===== config.mk =====
export PLATFORM = sky130hd
export DESIGN_NAME = alu_decode_stage
export DESIGN_NICKNAME = d
export VERILOG_FILES = /design/src/rtl/riscv_pkg.sv /design/src/rtl/imm_gen.sv /design/src/rtl/alu_decode_stage.sv
export SDC_FILE = /design/constraint.sdc
export NUM_CORES = 1
export LEC_CHECK = 0
export CAP_MARGIN = 5
export CORE_MARGIN = 2
export CORE_UTILIZATION = 31
export CTS_BUF_LIST = sky130_fd_sc_hd__clkbuf_2
export DETAILED_ROUTE_END_ITERATION = 16
export HOLD_SLACK_MARGIN = 0.05
export PLACE_DENSITY = 0.59
export RECOVER_POWER = 50
export SYNTH_ARGS = -nofsm -noshare
export SYNTH_HDL_FRONTEND = slang
export SYNTH_SLANG_ARGS = --single-unit
export TNS_END_PERCENT = 50

===== constraint.sdc =====
create_clock -name clock -period 4.4 [get_ports clock]
set_clock_uncertainty 0.05 [all_clocks]
set_input_delay 0.66 -clock clock [delete_from_list [all_inputs] [get_ports clock]]
set_output_delay 0.66 -clock clock [all_outputs]
set_load 0.05 [all_outputs]

===== src/rtl/riscv_pkg.sv =====
// Shared RV32I decode constants: ALU op codes, opcodes and the ID/EX bubble entry.
package riscv_pkg;

    localparam int unsigned ALU_OP_W = 6;

    localparam logic [ALU_OP_W-1:0] ALU_ADD   = 6'd0;
    localparam logic [ALU_OP_W-1:0] ALU_SUB   = 6'd1;
    localparam logic [ALU_OP_W-1:0] ALU_XOR   = 6'd2;
    localparam logic [ALU_OP_W-1:0] ALU_OR    = 6'd3;
    localparam logic [ALU_OP_W-1:0] ALU_AND   = 6'd4;
    localparam logic [ALU_OP_W-1:0] ALU_SLL   = 6'd5;
    localparam logic [ALU_OP_W-1:0] ALU_SRL   = 6'd6;
    localparam logic [ALU_OP_W-1:0] ALU_SRA   = 6'd7;
    localparam logic [ALU_OP_W-1:0] ALU_SLT   = 6'd8;
    localparam logic [ALU_OP_W-1:0] ALU_SLTU  = 6'd9;
    localparam logic [ALU_OP_W-1:0] ALU_ADDI  = 6'd10;
    localparam logic [ALU_OP_W-1:0] ALU_XORI  = 6'd11;
    localparam logic [ALU_OP_W-1:0] ALU_ORI   = 6'd12;
    localparam logic [ALU_OP_W-1:0] ALU_ANDI  = 6'd13;
    localparam logic [ALU_OP_W-1:0] ALU_SLLI  = 6'd14;
    localparam logic [ALU_OP_W-1:0] ALU_SRLI  = 6'd15;
    localparam logic [ALU_OP_W-1:0] ALU_SRAI  = 6'd16;
    localparam logic [ALU_OP_W-1:0] ALU_SLTI  = 6'd17;
    localparam logic [ALU_OP_W-1:0] ALU_SLTIU = 6'd18;
    localparam logic [ALU_OP_W-1:0] ALU_AUIPC = 6'd19;

    localparam logic [6:0] OPC_OP     = 7'b0110011;
    localparam logic [6:0] OPC_OP_IMM = 7'b0010011;
    localparam logic [6:0] OPC_LUI    = 7'b0110111;
    localparam logic [6:0] OPC_AUIPC  = 7'b0010111;
    localparam logic [6:0] OPC_BRANCH = 7'b1100011;

    localparam logic [6:0] F7_ZERO = 7'b0000000;
    localparam logic [6:0] F7_ALT  = 7'b0100000;

    typedef struct packed {
        logic [ALU_OP_W-1:0] alu_op;
        logic [4:0]          rs1;
        logic [4:0]          rs2;
        logic [4:0]          rd;
        logic [31:0]         imm;
        logic                use_imm;
        logic                reg_write;
        logic                branch;
        logic                branch_ne;
        logic [31:0]         pc;
        logic                valid;
        logic                illegal;
    } idex_t;

    localparam logic [ALU_OP_W-1:0] NOP_ALU_OP  = ALU_ADDI;
    localparam logic                NOP_USE_IMM = 1'b1;

    localparam idex_t NOP_ENTRY = '{
        alu_op:    NOP_ALU_OP,
        rs1:       5'd0,
        rs2:       5'd0,
        rd:        5'd0,
        imm:       32'd0,
        use_imm:   NOP_USE_IMM,
        reg_write: 1'b0,
        branch:    1'b0,
        branch_ne: 1'b0,
        pc:        32'd0,
        valid:     1'b0,
        illegal:   1'b0
    };

endpackage


===== src/rtl/imm_gen.sv =====
// Combinational immediate generator: picks the I, B or U immediate from the opcode.
module imm_gen
    import riscv_pkg::*;
(
    input  logic [31:0] instr_i,
    output logic [31:0] imm_o
);

    logic [6:0]  opcode;
    logic [31:0] imm_i;
    logic [31:0] imm_b;
    logic [31:0] imm_u;

    assign opcode = instr_i[6:0];
    assign imm_i  = {{20{instr_i[31]}}, instr_i[31:20]};
    assign imm_b  = {{20{instr_i[31]}}, instr_i[7], instr_i[30:25], instr_i[11:8], 1'b0};
    assign imm_u  = {instr_i[31:12], 12'b0};

    always_comb begin
        imm_o = 32'd0;
        case (opcode)
            OPC_OP_IMM:         imm_o = imm_i;
            OPC_BRANCH:         imm_o = imm_b;
            OPC_LUI, OPC_AUIPC: imm_o = imm_u;
            default:            imm_o = 32'd0;
        endcase
    end

endmodule


===== src/rtl/alu_decode_stage.sv =====
// RV32I decode stage feeding the ALU; results held in an ID/EX register with
// flush > stall > load priority and a saturating illegal-instruction counter.
module alu_decode_stage
    import riscv_pkg::*;
#(
    parameter int unsigned OP_W  = 6,
    parameter int unsigned CNT_W = 8
) (
    input  logic             clock,
    input  logic             reset,
    input  logic [31:0]      instr_in,
    input  logic [31:0]      pc_in,
    input  logic             instr_valid,
    input  logic             stall,
    input  logic             flush,
    output logic [OP_W-1:0]  alu_op,
    output logic [4:0]       rs1_addr,
    output logic [4:0]       rs2_addr,
    output logic [4:0]       rd_addr,
    output logic [31:0]      imm_out,
    output logic             use_imm,
    output logic             reg_write,
    output logic             branch,
    output logic             branch_ne,
    output logic [31:0]      pc_out,
    output logic             valid_out,
    output logic             illegal,
    output logic [CNT_W-1:0] illegal_count
);

    logic [6:0]  opcode;
    logic [2:0]  funct3;
    logic [6:0]  funct7;
    logic [31:0] imm_raw;

    idex_t            dec;
    logic             dec_illegal;
    idex_t            dec_entry;
    idex_t            entry_d, entry_q;
    logic [CNT_W-1:0] cnt_d, cnt_q;

    assign opcode = instr_in[6:0];
    assign funct3 = instr_in[14:12];
    assign funct7 = instr_in[31:25];

    imm_gen u_imm_gen (
        .instr_i (instr_in),
        .imm_o   (imm_raw)
    );

    always_comb begin
        dec             = NOP_ENTRY;
        dec_illegal     = 1'b0;
        dec.valid       = 1'b1;
        dec.pc          = pc_in;
        dec.rs1         = instr_in[19:15];
        dec.rd          = instr_in[11:7];
        dec.imm         = imm_raw;
        case (opcode)
            OPC_OP: begin
                dec.rs2       = instr_in[24:20];
                dec.use_imm   = 1'b0;
                dec.reg_write = 1'b1;
                case (funct3)
                    3'b000:  dec.alu_op = funct7[5] ? ALU_SUB : ALU_ADD;
                    3'b001:  dec.alu_op = ALU_SLL;
                    3'b010:  dec.alu_op = ALU_SLT;
                    3'b011:  dec.alu_op = ALU_SLTU;
                    3'b100:  dec.alu_op = ALU_XOR;
                    3'b101:  dec.alu_op = funct7[5] ? ALU_SRA : ALU_SRL;
                    3'b110:  dec.alu_op = ALU_OR;
                    default: dec.alu_op = ALU_AND;
                endcase
                // The alternate funct7 only distinguishes SUB and SRA.
                if (funct7 == F7_ALT) begin
                    dec_illegal = (funct3 != 3'b000) && (funct3 != 3'b101);
                end else if (funct7 != F7_ZERO) begin
                    dec_illegal = 1'b1;
                end
            end
            OPC_OP_IMM: begin
                dec.use_imm   = 1'b1;
                dec.reg_write = 1'b1;
                case (funct3)
                    3'b000:  dec.alu_op = ALU_ADDI;
                    3'b001:  dec.alu_op = ALU_SLLI;
                    3'b010:  dec.alu_op = ALU_SLTI;
                    3'b011:  dec.alu_op = ALU_SLTIU;
                    3'b100:  dec.alu_op = ALU_XORI;
                    3'b101:  dec.alu_op = funct7[5] ? ALU_SRAI : ALU_SRLI;
                    3'b110:  dec.alu_op = ALU_ORI;
                    default: dec.alu_op = ALU_ANDI;
                endcase
                if (funct3 == 3'b001) begin
                    dec.imm     = {27'd0, instr_in[24:20]};
                    dec_illegal = (funct7 != F7_ZERO);
                end else if (funct3 == 3'b101) begin
                    dec.imm     = {27'd0, instr_in[24:20]};
                    dec_illegal = (funct7 != F7_ZERO) && (funct7 != F7_ALT);
                end
            end
            OPC_LUI: begin
                dec.alu_op    = ALU_ADDI;
                dec.rs1       = 5'd0;
                dec.use_imm   = 1'b1;
                dec.reg_write = 1'b1;
            end
            OPC_AUIPC: begin
                dec.alu_op    = ALU_AUIPC;
                dec.rs1       = 5'd0;
                dec.use_imm   = 1'b1;
                dec.reg_write = 1'b1;
            end
            OPC_BRANCH: begin
                dec.rs2       = instr_in[24:20];
                dec.rd        = 5'd0;
                dec.alu_op    = ALU_SUB;
                dec.use_imm   = 1'b0;
                dec.reg_write = 1'b0;
                dec.branch    = 1'b1;
                dec.branch_ne = (funct3 == 3'b001);
                dec_illegal   = (funct3 != 3'b000) && (funct3 != 3'b001);
            end
            default: dec_illegal = 1'b1;
        endcase
    end

    always_comb begin
        dec_entry = dec;
        if (dec_illegal) begin
            dec_entry         = NOP_ENTRY;
            dec_entry.valid   = 1'b1;
            dec_entry.illegal = 1'b1;
        end
    end

    always_comb begin
        entry_d = entry_q;
        cnt_d   = cnt_q;
        if (flush) begin
            entry_d = NOP_ENTRY;
        end else if (stall) begin
            entry_d = entry_q;
        end else if (instr_valid) begin
            entry_d = dec_entry;
            if (dec_illegal && (cnt_q != {CNT_W{1'b1}})) begin
                cnt_d = cnt_q + 1'b1;
            end
        end else begin
            entry_d = NOP_ENTRY;
        end
    end

    always_ff @(posedge clock or posedge reset) begin
        if (reset) begin
            entry_q <= NOP_ENTRY;
            cnt_q   <= '0;
        end else begin
            entry_q <= entry_d;
            cnt_q   <= cnt_d;
        end
    end

    assign alu_op        = OP_W'(entry_q.alu_op);
    assign rs1_addr      = entry_q.rs1;
    assign rs2_addr      = entry_q.rs2;
    assign rd_addr       = entry_q.rd;
    assign imm_out       = entry_q.imm;
    assign use_imm       = entry_q.use_imm;
    assign reg_write     = entry_q.reg_write;
    assign branch        = entry_q.branch;
    assign branch_ne     = entry_q.branch_ne;
    assign pc_out        = entry_q.pc;
    assign valid_out     = entry_q.valid;
    assign illegal       = entry_q.illegal;
    assign illegal_count = cnt_q;

endmodule


==> results by group <==
Synthesis
  – Synthesized Nets: ~440
  – Most area-consuming cells after synthesis: dfrtp_1 57%, a22o_1 11%, nand2_1 3.0%, a21oi_1 3.0%, o21ai_1 2.4%
  – Yosys top cell area share: 56.7%
  – Post-synth EDFFs: 0
  – Top FF cell, synth: dfrtp_1
  – Synth unique cells: 50
  – Cells after Synth: ~370
  – Count leader, synth: dfrtp_1
  – Flops & latches, synth: just under 100
  – Post-synth top cells: 95 x dfrtp_1, 52 x a22o_1, 34 x nand2_1, 25 x a21oi_1
  – Mapped Area: between 4000 and 5000 um2
  – Sequential share of the synthesized area: between 50% and 60%
  – Async SR Flop Fraction: 100%
  – Warnings from Yosys: 0
  – Mean Syn Cell Area: roughly 11 um2
  – Synth area leader: dfrtp_1

Clock network
  – CTS sink count: 98
  – TritonCTS clock tree: yes
  – Total CTS buffers: 9
  – CTS resizes: 0
  – Longest Clk Path Bufs: 2
  – Post-CTS setup repair buffer count: 0
  – Clock slew at reported path FFs: between 0.2 and 0.3 ns
  – CTS Root Cell: clkbuf_2
  – H-tree levels: 3
  – Clock network latency to the later pin of the worst-skew pair: around 0.58 ns
  – CTS Hold Bufs: 0

Placed design
  – Port buffer count: between 150 and 200
  – Inst Count DP: 690
  – Gpl congestion: 0.858
  – Post-DP HPWL: ~9.1 mm

Global route
  – Initial antenna violation count: 0
  – First-pass GRT wire length: 19.9 mm
  – Grt total ovfl: 0
  – Largest net degree at the start of global routing: 44
  – Vias in the first global route: about 3600
  – Total track usage: 17.8%

Power
  – VDD IR-drop max: around 0.24 mV
  – Leakage: 2.68 nW
  – Pwr per Cell Area: between 200 and 300 nW/um2

Setup path
  – Crit Path Max Fanout: 14
  – Reg2reg setup slack: about 2.5 ns
  – Kind of critical path: in -> reg
  – CP startpoint: instr_in[5]
  – CP Data Arrival Time: between 3 and 4 ns
  – Critical path destination: illegal_count[1]
  – Worst r2r src: illegal_count[0]
  – CP endpoint kind: flop
  – Depth of the most critical reg-to-reg path: 6
  – Crit start category: input port
  – Reg2reg end: illegal_count[7]
  – Required time of the critical path: just under 5 ns

STA
  – Setup violators final: 0
  – Final hold vios: 0
  – FMAX: around 290 MHz
  – Tmin final: 3.49 ns
  – Max-slew headroom: -13.7%
  – Crit share post-route: roughly 79%
  – Setup TNS: 0 ns
  – Worst-margin pin slew: 1.71 ns
  – RSZ-0062 raised after global routing: false
  – Final max-slew violation count: 103

Run
  – Max_cap viols: 3

Floorplanning
  – Initial core utilization: roughly a third
  – I/O pin count: about 170
  – Site Rows: 42
  – Core area: between 10000 and 15000 um2
  – Die area: about 14000 um2
  – Die width: about 120 um
  – Die height: 120 um

Route
  – DRT Pass-1 Iters: 4
  – DRC errors left: 0
  – DRT antenna net count: 0
  – 1st-iter DRT viols: 200
  – Routed length on met3: ~830 um
  – Vias/cell: 5.15
  – Routed metal-1 wire length: approximately 5.7 mm
  – WL final: 12.7 mm
  – DR WL/cell: approximately 18 um
  – Met2 Routed Length: roughly 5.9 mm
  – Vias: between 3000 and 4000
  – Max layer used: met4

Outcome
  – Failing checks: capacitance limit, slew limit
  – Status: finished, violations left

Final layout
  – Share of layout cells above drive strength 1: between 6 and 7%
  – Non-Filler Instances: about 700
  – Multi-input gate area: roughly 1600 um2
  – P&R area growth vs syn: 46.1%
  – Area occupied by registers: 2460 um2
  – Finished Core Util: a little under half
  – Antenna diode count: 0
  – Nets: between 500 and 600
  – Filler Cells Inserted: approximately 1300

Worst hold path
  – Worst min path class: reg -> reg
[area by class of cell]
cell class	count	area share, %
clock inverter	7	1.12
clock buffer	9	0.736
multi-input combinational	234	25.9
timing repair buffer	175	28.1
tap	176	3.60
inverter	7	0.450
sequential	98	40.1
[cells by family after synthesis]
kind of cell | count (synthesis) | synth area share (%)
compound gates | 135 | 24.7
flops | 98 | 58.6
simple gates | 87 | 10.5
buf+inv | 35 | 3.61
xor+xnor | 8 | 1.67
mux | 2 | 0.537
fa+ha+maj | 1 | 0.299
other cells | 1 | 0.0895
[critical path: stages]
cell           delay (ns)
dlygate4sd3_1        0.89
nand3b_1             0.17
nor3_1               0.15
clkbuf_1             0.55
a31oi_1              0.34
o21ai_0              0.75
mux2_2               0.41
[per-layer routing]
layer,vias up,global-route usage [%]
met1,1803,23.9
met5,-,0
met3,12,5.38
li1,1669,-
met4,0,5.23
met2,149,27.8
[state kept, by name (all words and copies together), names as in the netlist, 5 cells and up]
register / cells
rs2_addr: 5
imm_out: 32
alu_op: 5
illegal_count: 8
pc_out: 32
rs1_addr: 5
rd_addr: 5
[through the flow]
stage	cell area (um2)	setup WS (ns)	hold WS, ns	total power, W
2_1_floorplan	4190	1.13	0.556	0.00114
3_3_place_gp	6040	0.904	0.420	0.00128
3_5_place_dp	6040	0.808	0.424	0.00128
4_1_cts	6150	1.51	0.287	0.00173
5_1_grt	6120	0.709	0.487	0.00178
6_report	6120	0.914	0.468	0.00170
[where the power goes]
part / total, W / switching, W / internal (W)
sequential: 0.000954 / 0.0000286 / 0.000926
combinational: 0.000309 / 0.000185 / 0.000124
clock: 0.000437 / 0.000307 / 0.000130
total: 0.00170 / 0.000521 / 0.00118
[how the worst min path moves through the flow]
stage          depth (start not counted)   startpoint          end  slack [ns]
6_report                               1    reg_write    reg_write        0.47
5_1_grt                                2     pc_in[9]    pc_out[9]        0.49
4_1_cts                                2        reset   pc_out[13]        0.29
3_5_place_dp                           1    reg_write    reg_write        0.42
3_3_place_gp                           2  imm_out[22]  imm_out[22]        0.42
2_1_floorplan                          2    alu_op[1]    alu_op[1]        0.56
[placed cells by master (no fill, tap or decap), types with 5 or more instances in the layout]
cell type,synthesis,layout
a22o_1,52,52
buf_4,3,6
dfrtp_1,95,95
o21ai_1,20,20
clkdlybuf4s50_1,0,122
clkbuf_2,0,9
a21oi_1,25,25
a32o_1,8,8
nand3_1,6,6
o21ai_0,4,5
inv_1,7,6
dlygate4sd3_1,0,44
nand2_1,34,34
nor2_1,20,20
Power figures use the tool's default switching activity.
